--- config.mk ---
export PLATFORM = sky130hd
export DESIGN_NAME = prime_decoder_seq
export DESIGN_NICKNAME = d
export VERILOG_FILES = /design/src/rtl/prime_decoder_seq_pkg.sv /design/src/rtl/prime_decoder_seq_onehot_dec_stage.sv /design/src/rtl/prime_decoder_seq.sv
export SDC_FILE = /design/constraint.sdc
export NUM_CORES = 1
export LEC_CHECK = 0
export CORE_ASPECT_RATIO = 1.5
export CORE_MARGIN = 2
export CORE_UTILIZATION = 43
export CTS_BUF_LIST = sky130_fd_sc_hd__clkbuf_2
export CTS_CLUSTER_DIAMETER = 150
export DETAILED_ROUTE_END_ITERATION = 10
export GPL_TIMING_DRIVEN = 0
export HOLD_SLACK_MARGIN = 0.03
export PLACE_DENSITY = 0.81
export REMOVE_ABC_BUFFERS = 1
export SYNTH_ARGS = -nofsm -noshare
export SYNTH_HDL_FRONTEND = slang
export SYNTH_SLANG_ARGS = --single-unit
export TNS_END_PERCENT = 5
--- constraint.sdc ---
create_clock -name clk -period 2.17 [get_ports clk]
set_input_delay 0.434 -clock clk [delete_from_list [all_inputs] [get_ports clk]]
set_output_delay 0.434 -clock clk [all_outputs]
set_load 0.05 [all_outputs]
--- src/rtl/prime_decoder_seq_pkg.sv ---
// Shared types and constant helpers for the prime decoder.
package prime_dec_pkg;

  localparam int MAX_N = 8;
  localparam int MAX_W = 1 << MAX_N;

  typedef enum logic {
    ST_IDLE  = 1'b0,
    ST_SWEEP = 1'b1
  } state_e;

  // Trial division up to sqrt(255); only used at elaboration time.
  function automatic logic is_prime(input int code);
    logic res;
    res = (code >= 2);
    for (int d = 2; d < 16; d++) begin
      if ((d * d <= code) && (code % d == 0)) begin
        res = 1'b0;
      end
    end
    return res;
  endfunction

  // Bit i set when i is prime, for every code of an n-bit field.
  function automatic logic [MAX_W-1:0] prime_mask(input int n);
    logic [MAX_W-1:0] m;
    m = '0;
    for (int i = 0; i < MAX_W; i++) begin
      if (i < (1 << n)) begin
        m[i] = is_prime(i);
      end
    end
    return m;
  endfunction

endpackage

--- src/rtl/prime_decoder_seq_onehot_dec_stage.sv ---
// Combinational N-to-2^N decoder with enable. The code is split into 2-bit
// digits, each decoded by a 2-to-4 stage; an output bit is the AND of the
// selected line of every digit decoder.
module onehot_dec_stage #(
  parameter int N = 4
) (
  input  logic             en_i,
  input  logic [N-1:0]     code_i,
  output logic [(1<<N)-1:0] onehot_o
);

  localparam int W  = 1 << N;
  localparam int NG = (N + 1) / 2;

  logic [2*NG-1:0] code_pad;
  logic [3:0]      dec [NG];
  logic            bit_v;

  // Zero-extend odd widths to a whole number of 2-bit digits.
  always_comb begin
    code_pad         = '0;
    code_pad[N-1:0]  = code_i;
  end

  // One 2-to-4 stage per digit.
  always_comb begin
    for (int g = 0; g < NG; g++) begin
      dec[g] = 4'b0001 << code_pad[2*g +: 2];
    end
  end

  // Combine digit decodes into the full one-hot word.
  always_comb begin
    onehot_o = '0;
    bit_v    = 1'b0;
    for (int i = 0; i < W; i++) begin
      bit_v = en_i;
      for (int g = 0; g < NG; g++) begin
        bit_v = bit_v & dec[g][2'(i >> (2*g))];
      end
      onehot_o[i] = bit_v;
    end
  end

endmodule

--- src/rtl/prime_decoder_seq.sv ---
// Registered one-hot decoder with prime flag, valid/ready on both sides and
// a sweep mode that walks codes up to 2^N-1 while counting primes.
//
//   state    | meaning
//   ST_IDLE  | single decodes accepted; output drains on handshake
//   ST_SWEEP | output walks code+1 per handshake until 2^N-1
module prime_decoder_seq
  import prime_dec_pkg::*;
#(
  parameter int N = 4
) (
  input  logic              clk,
  input  logic              rst_n,
  input  logic              en,
  input  logic              in_valid,
  output logic              in_ready,
  input  logic [N-1:0]      in_code,
  input  logic              mode,
  output logic              out_valid,
  input  logic              out_ready,
  output logic [(1<<N)-1:0] out_onehot,
  output logic [N-1:0]      out_code,
  output logic              out_prime,
  output logic [N-1:0]      prime_count,
  output logic              sweep_done
);

  localparam int W = 1 << N;
  localparam logic [W-1:0] PRIME_MASK = W'(prime_mask(N));

  state_e         state_q, state_d;
  logic           out_valid_q, out_valid_d;
  logic [N-1:0]   out_code_q, out_code_d;
  logic [W-1:0]   out_onehot_q, onehot_next;
  logic           out_prime_q, out_prime_d;
  logic [N-1:0]   prime_count_q, prime_count_d;
  logic           sweep_done_q, sweep_done_d;
  logic           accept;
  logic           out_hs;

  // The done cycle also blocks input so the pulse is seen before a new job.
  assign in_ready = en & (state_q == ST_IDLE) & ~sweep_done_q
                  & (~out_valid_q | out_ready);
  assign accept   = in_valid & in_ready;
  assign out_hs   = out_valid_q & out_ready;

  // Decode the next code so the one-hot word is registered with it.
  onehot_dec_stage #(.N(N)) u_dec (
    .en_i     (out_valid_d),
    .code_i   (out_code_d),
    .onehot_o (onehot_next)
  );

  // Next-state, output-register and counter logic; en=0 holds everything.
  always_comb begin
    state_d       = state_q;
    out_valid_d   = out_valid_q;
    out_code_d    = out_code_q;
    prime_count_d = prime_count_q;
    sweep_done_d  = sweep_done_q;
    if (en) begin
      sweep_done_d = 1'b0;
      case (state_q)
        ST_IDLE: begin
          if (accept) begin
            out_code_d  = in_code;
            out_valid_d = 1'b1;
            if (mode) begin
              prime_count_d = '0;
              state_d       = ST_SWEEP;
            end
          end else if (out_hs) begin
            out_valid_d = 1'b0;
          end
        end
        ST_SWEEP: begin
          if (out_hs) begin
            prime_count_d = prime_count_q + N'(out_prime_q);
            if (out_code_q == '1) begin
              out_valid_d  = 1'b0;
              sweep_done_d = 1'b1;
              state_d      = ST_IDLE;
            end else begin
              out_code_d = out_code_q + N'(1);
            end
          end
        end
        default: state_d = ST_IDLE;
      endcase
    end
    out_prime_d = out_valid_d & PRIME_MASK[out_code_d];
  end

  // State and output registers with synchronous active-low reset.
  always_ff @(posedge clk) begin
    if (!rst_n) begin
      state_q       <= ST_IDLE;
      out_valid_q   <= 1'b0;
      out_code_q    <= '0;
      out_onehot_q  <= '0;
      out_prime_q   <= 1'b0;
      prime_count_q <= '0;
      sweep_done_q  <= 1'b0;
    end else begin
      state_q       <= state_d;
      out_valid_q   <= out_valid_d;
      out_code_q    <= out_code_d;
      out_onehot_q  <= onehot_next;
      out_prime_q   <= out_prime_d;
      prime_count_q <= prime_count_d;
      sweep_done_q  <= sweep_done_d;
    end
  end

  assign out_valid   = out_valid_q;
  assign out_code    = out_code_q;
  assign out_onehot  = out_onehot_q;
  assign out_prime   = out_prime_q;
  assign prime_count = prime_count_q;
  assign sweep_done  = sweep_done_q;

endmodule

==> flow_metrics.env <==
export IMPL_grt_pass1_vias=781
export IMPL_layout_nets=144
export IMPL_ys_warnings_count=0
export IMPL_via_per_inst=5.42
export IMPL_cp_top_family="buffers and inverters"
export IMPL_routed_wl_um=2080
export IMPL_critical_path_class="flop to output port"
export IMPL_hold_class="flop to flop"
export IMPL_start_util_pct=44.9
export IMPL_status="complete, no violations"
export IMPL_period_needed_ns=2.12
export IMPL_ys_ff_latch=16
export IMPL_design_die_area_um2=2510
export IMPL_avgSynthCellArea_um2=9.02
export IMPL_track_usage_pct=17.7
export IMPL_diodes=0
export IMPL_skew_ns=0.00739
export IMPL_dp_hpwl_um=1630
export IMPL_grt_overflow=0
export IMPL_antenna_found_initial=0
export IMPL_drt_iter0_markers=6
export IMPL_maxSlewHeadroom_pct=66.1
export IMPL_p_leak_uw=0.000452
export IMPL_r2r_cells=6
export IMPL_grt_max_degree=10
export IMPL_ir_worst_vdd_uv=501
export IMPL_fin_util_pct=59.0
export IMPL_cts_tree="built"
export IMPL_total_power_uw=642
export IMPL_yosysSeqAreaShare_pct=35.2
export IMPL_cts_buffers=3
export IMPL_fp_dieH_um=60.4
export IMPL_cts_root_buf="clkbuf_2"
export IMPL_grt_setup_unrepaired="yes"
export IMPL_fmax_mhz=472
export IMPL_die_w_um=41.6
export IMPL_io_pins=38
export IMPL_drc_errors=0
export IMPL_grt_pass1_wl_um=3440
export IMPL_finalSetupViolations=0
export IMPL_areaGrowthSynthToFinish_pct=31.3
export IMPL_port_buffers=25
export IMPL_clkSinkCount=16
export IMPL_cp_start_kind="flop"
export IMPL_path_clk_slew_ns=0.15
export IMPL_worst_pin_slew_ns=0.507
export IMPL_cp_max_fo=8
export IMPL_cp_required_ns=1.74
export IMPL_synth_cells=101
export IMPL_hold_viol=0
export IMPL_clock_latency_ns=0.30
export IMPL_yosys_most_used_dff="dfxtp_1"
export IMPL_clock_path_buffers=2
export IMPL_dr_pass1_iters=4
export IMPL_drtAntennaViolNets=0
export IMPL_syn_cell_area_um2=911
export IMPL_synth_edf_count=0
export IMPL_cp_data_arrival_time_ns=1.68
export IMPL_cp_depth=1
export IMPL_cap_viol_max_count=0
export IMPL_critPathCaptureType="output port"
export IMPL_vias=824
export IMPL_cp_slowest_cell="clkdlybuf4s50_1"
export IMPL_synthArstFlopShare_pct=0
export IMPL_max_stage_delay_ns=0.87
export IMPL_drv_slew=0
export IMPL_hold_path_cell_count=2
export IMPL_htreeDepth=1
export IMPL_gp_congestion=0.855
export IMPL_num_rows=20
export IMPL_fin_crit_sh_pct=97.6
export IMPL_drive_above_1_share_pct=13.1
export IMPL_crit_chain="clkdlybuf4s50_1"
export IMPL_p_per_area_nw_per_um2=537
export IMPL_drt_wirelength_per_cell_um=13.7
export IMPL_path_buf_inv=1
export IMPL_synth_cell_type_count=39
export IMPL_core_area_um2=2030
## path summary, 6_finish.rpt
| path | startpoint | to | slack (ns) |
|---|---|---|---|
| min reg2reg | prime_count[0] | prime_count[0] | 0.51 |
| max | sweep_done | sweep_done | 0.05 |
| min | prime_count[0] | prime_count[0] | 0.51 |
| max reg2reg | out_code[0] | out_onehot[5] | 0.17 |
## worst reg2reg max path, delay by kind of cell, from the launching register on
| family | cells | cell delay, ns |
|---|---|---|
| adder cells (fa/ha/maj) | 1 | 0.28 |
| flip-flops | 1 | 0.46 |
| AO/OA/AOI/OAI | 2 | 0.58 |
| AND/OR/NAND/NOR | 3 | 0.58 |
## metal layers
layer	GRT usage [%]	share of wire (%)	vias to the layer above
met2	33.7	55	25
met5	0	0	-
met4	8.76	3.3	0
met1	18.2	37	387
met3	4.17	3.7	7
li1	-	-	405
## flip-flops by register name, indices dropped and copies added, names as in the netlist
register and flops:
out_onehot 4, out_prime 1, prime_count 4, out_valid 1, out_code 4, sweep_done 1
state_q 1
## power breakdown
part	switching, uW	total (uW)	internal (uW)
sequential	12.2	316	303
clock	95.7	136	40.0
combinational	132	191	59.5
## final cells by class
cell class | instances | area [um^2]
fillers | 169 | 831
repair buffers | 27 | 259
multi-input cells | 81 | 563
flip-flops and latches | 16 | 320
inverters | 2 | 7.51
clock buffers | 3 | 15.0
clock inverters | 1 | 3.75
well taps | 22 | 27.5
## kinds of logic (layout without fill, tap and decap cells)
| kind of cell | count (synthesis) | after routing | synth area share, % |
|---|---|---|---|
| buffers and inverters | 15 | 33 | 11.5 |
| other | 1 | 12 | 0.412 |
| adders and majority gates | 3 | 3 | 4.12 |
| and+or+nand+nor | 45 | 45 | 29.3 |
| AOI/OAI and AO/OA | 19 | 19 | 17.6 |
| xor gates and xnor gates | 2 | 2 | 1.92 |
| DFF | 16 | 16 | 35.2 |
## cell usage after synthesis, drive strengths merged (2+ instances only)
master	n	share of area, %
a211oi	2	2.2
a21oi	5	2.7
a221oi	2	3.8
and2	2	1.4
buf	13	11
dfxtp	16	35
ha	3	4.1
inv	2	0.82
nand2	9	3.7
nand3	3	1.6
nand3b	2	3.0
nand4	3	2.1
nor2	7	2.9
nor2b	2	1.6
nor3	6	3.8
nor3b	2	1.6
nor4b	2	1.9
o21ai	2	1.1
or3	2	1.4
xor2	2	1.9
## cells in the final DEF, fill, tap and decap left out, types with 2 or more instances in the layout
cell type,Yosys,final
buf_4,13,2
nor3b_1,2,2
o21ai_0,2,2
dfxtp_1,16,16
nor2_1,7,7
nand3_1,3,3
a21oi_1,5,5
nand4_1,3,3
nor3_2,1,2
clkbuf_2,0,3
xor2_1,2,2
nand2_1,9,9
conb_1,1,12
clkdlybuf4s50_1,0,23
inv_1,2,2
or3_1,2,2
and2_1,2,2
ha_1,3,3
nor3_1,5,4
## what timing repair did
item                                    CTS  global route
setup buffers                             0             2
resized for setup                         7             6
pin swaps                                 1             1
hold buffers                              0             0
endpoints found under the setup margin    6             4
## through the flow
stage	setup WS [ns]	hold WS [ns]	TNS, ns	std cells	area, um^2
6_report	0.0525	0.506	0	152	1200
5_1_grt	-0.0101	0.545	-0.0101	152	1200
4_1_cts	0.00489	0.507	0	150	1160
3_5_place_dp	-0.605	0.485	-3.05	146	1130
3_3_place_gp	-0.577	0.483	-2.71	146	1130
2_1_floorplan	-0.179	0.518	-0.237	99	855
No activity file was read; power rests on OpenSTA's default activity.
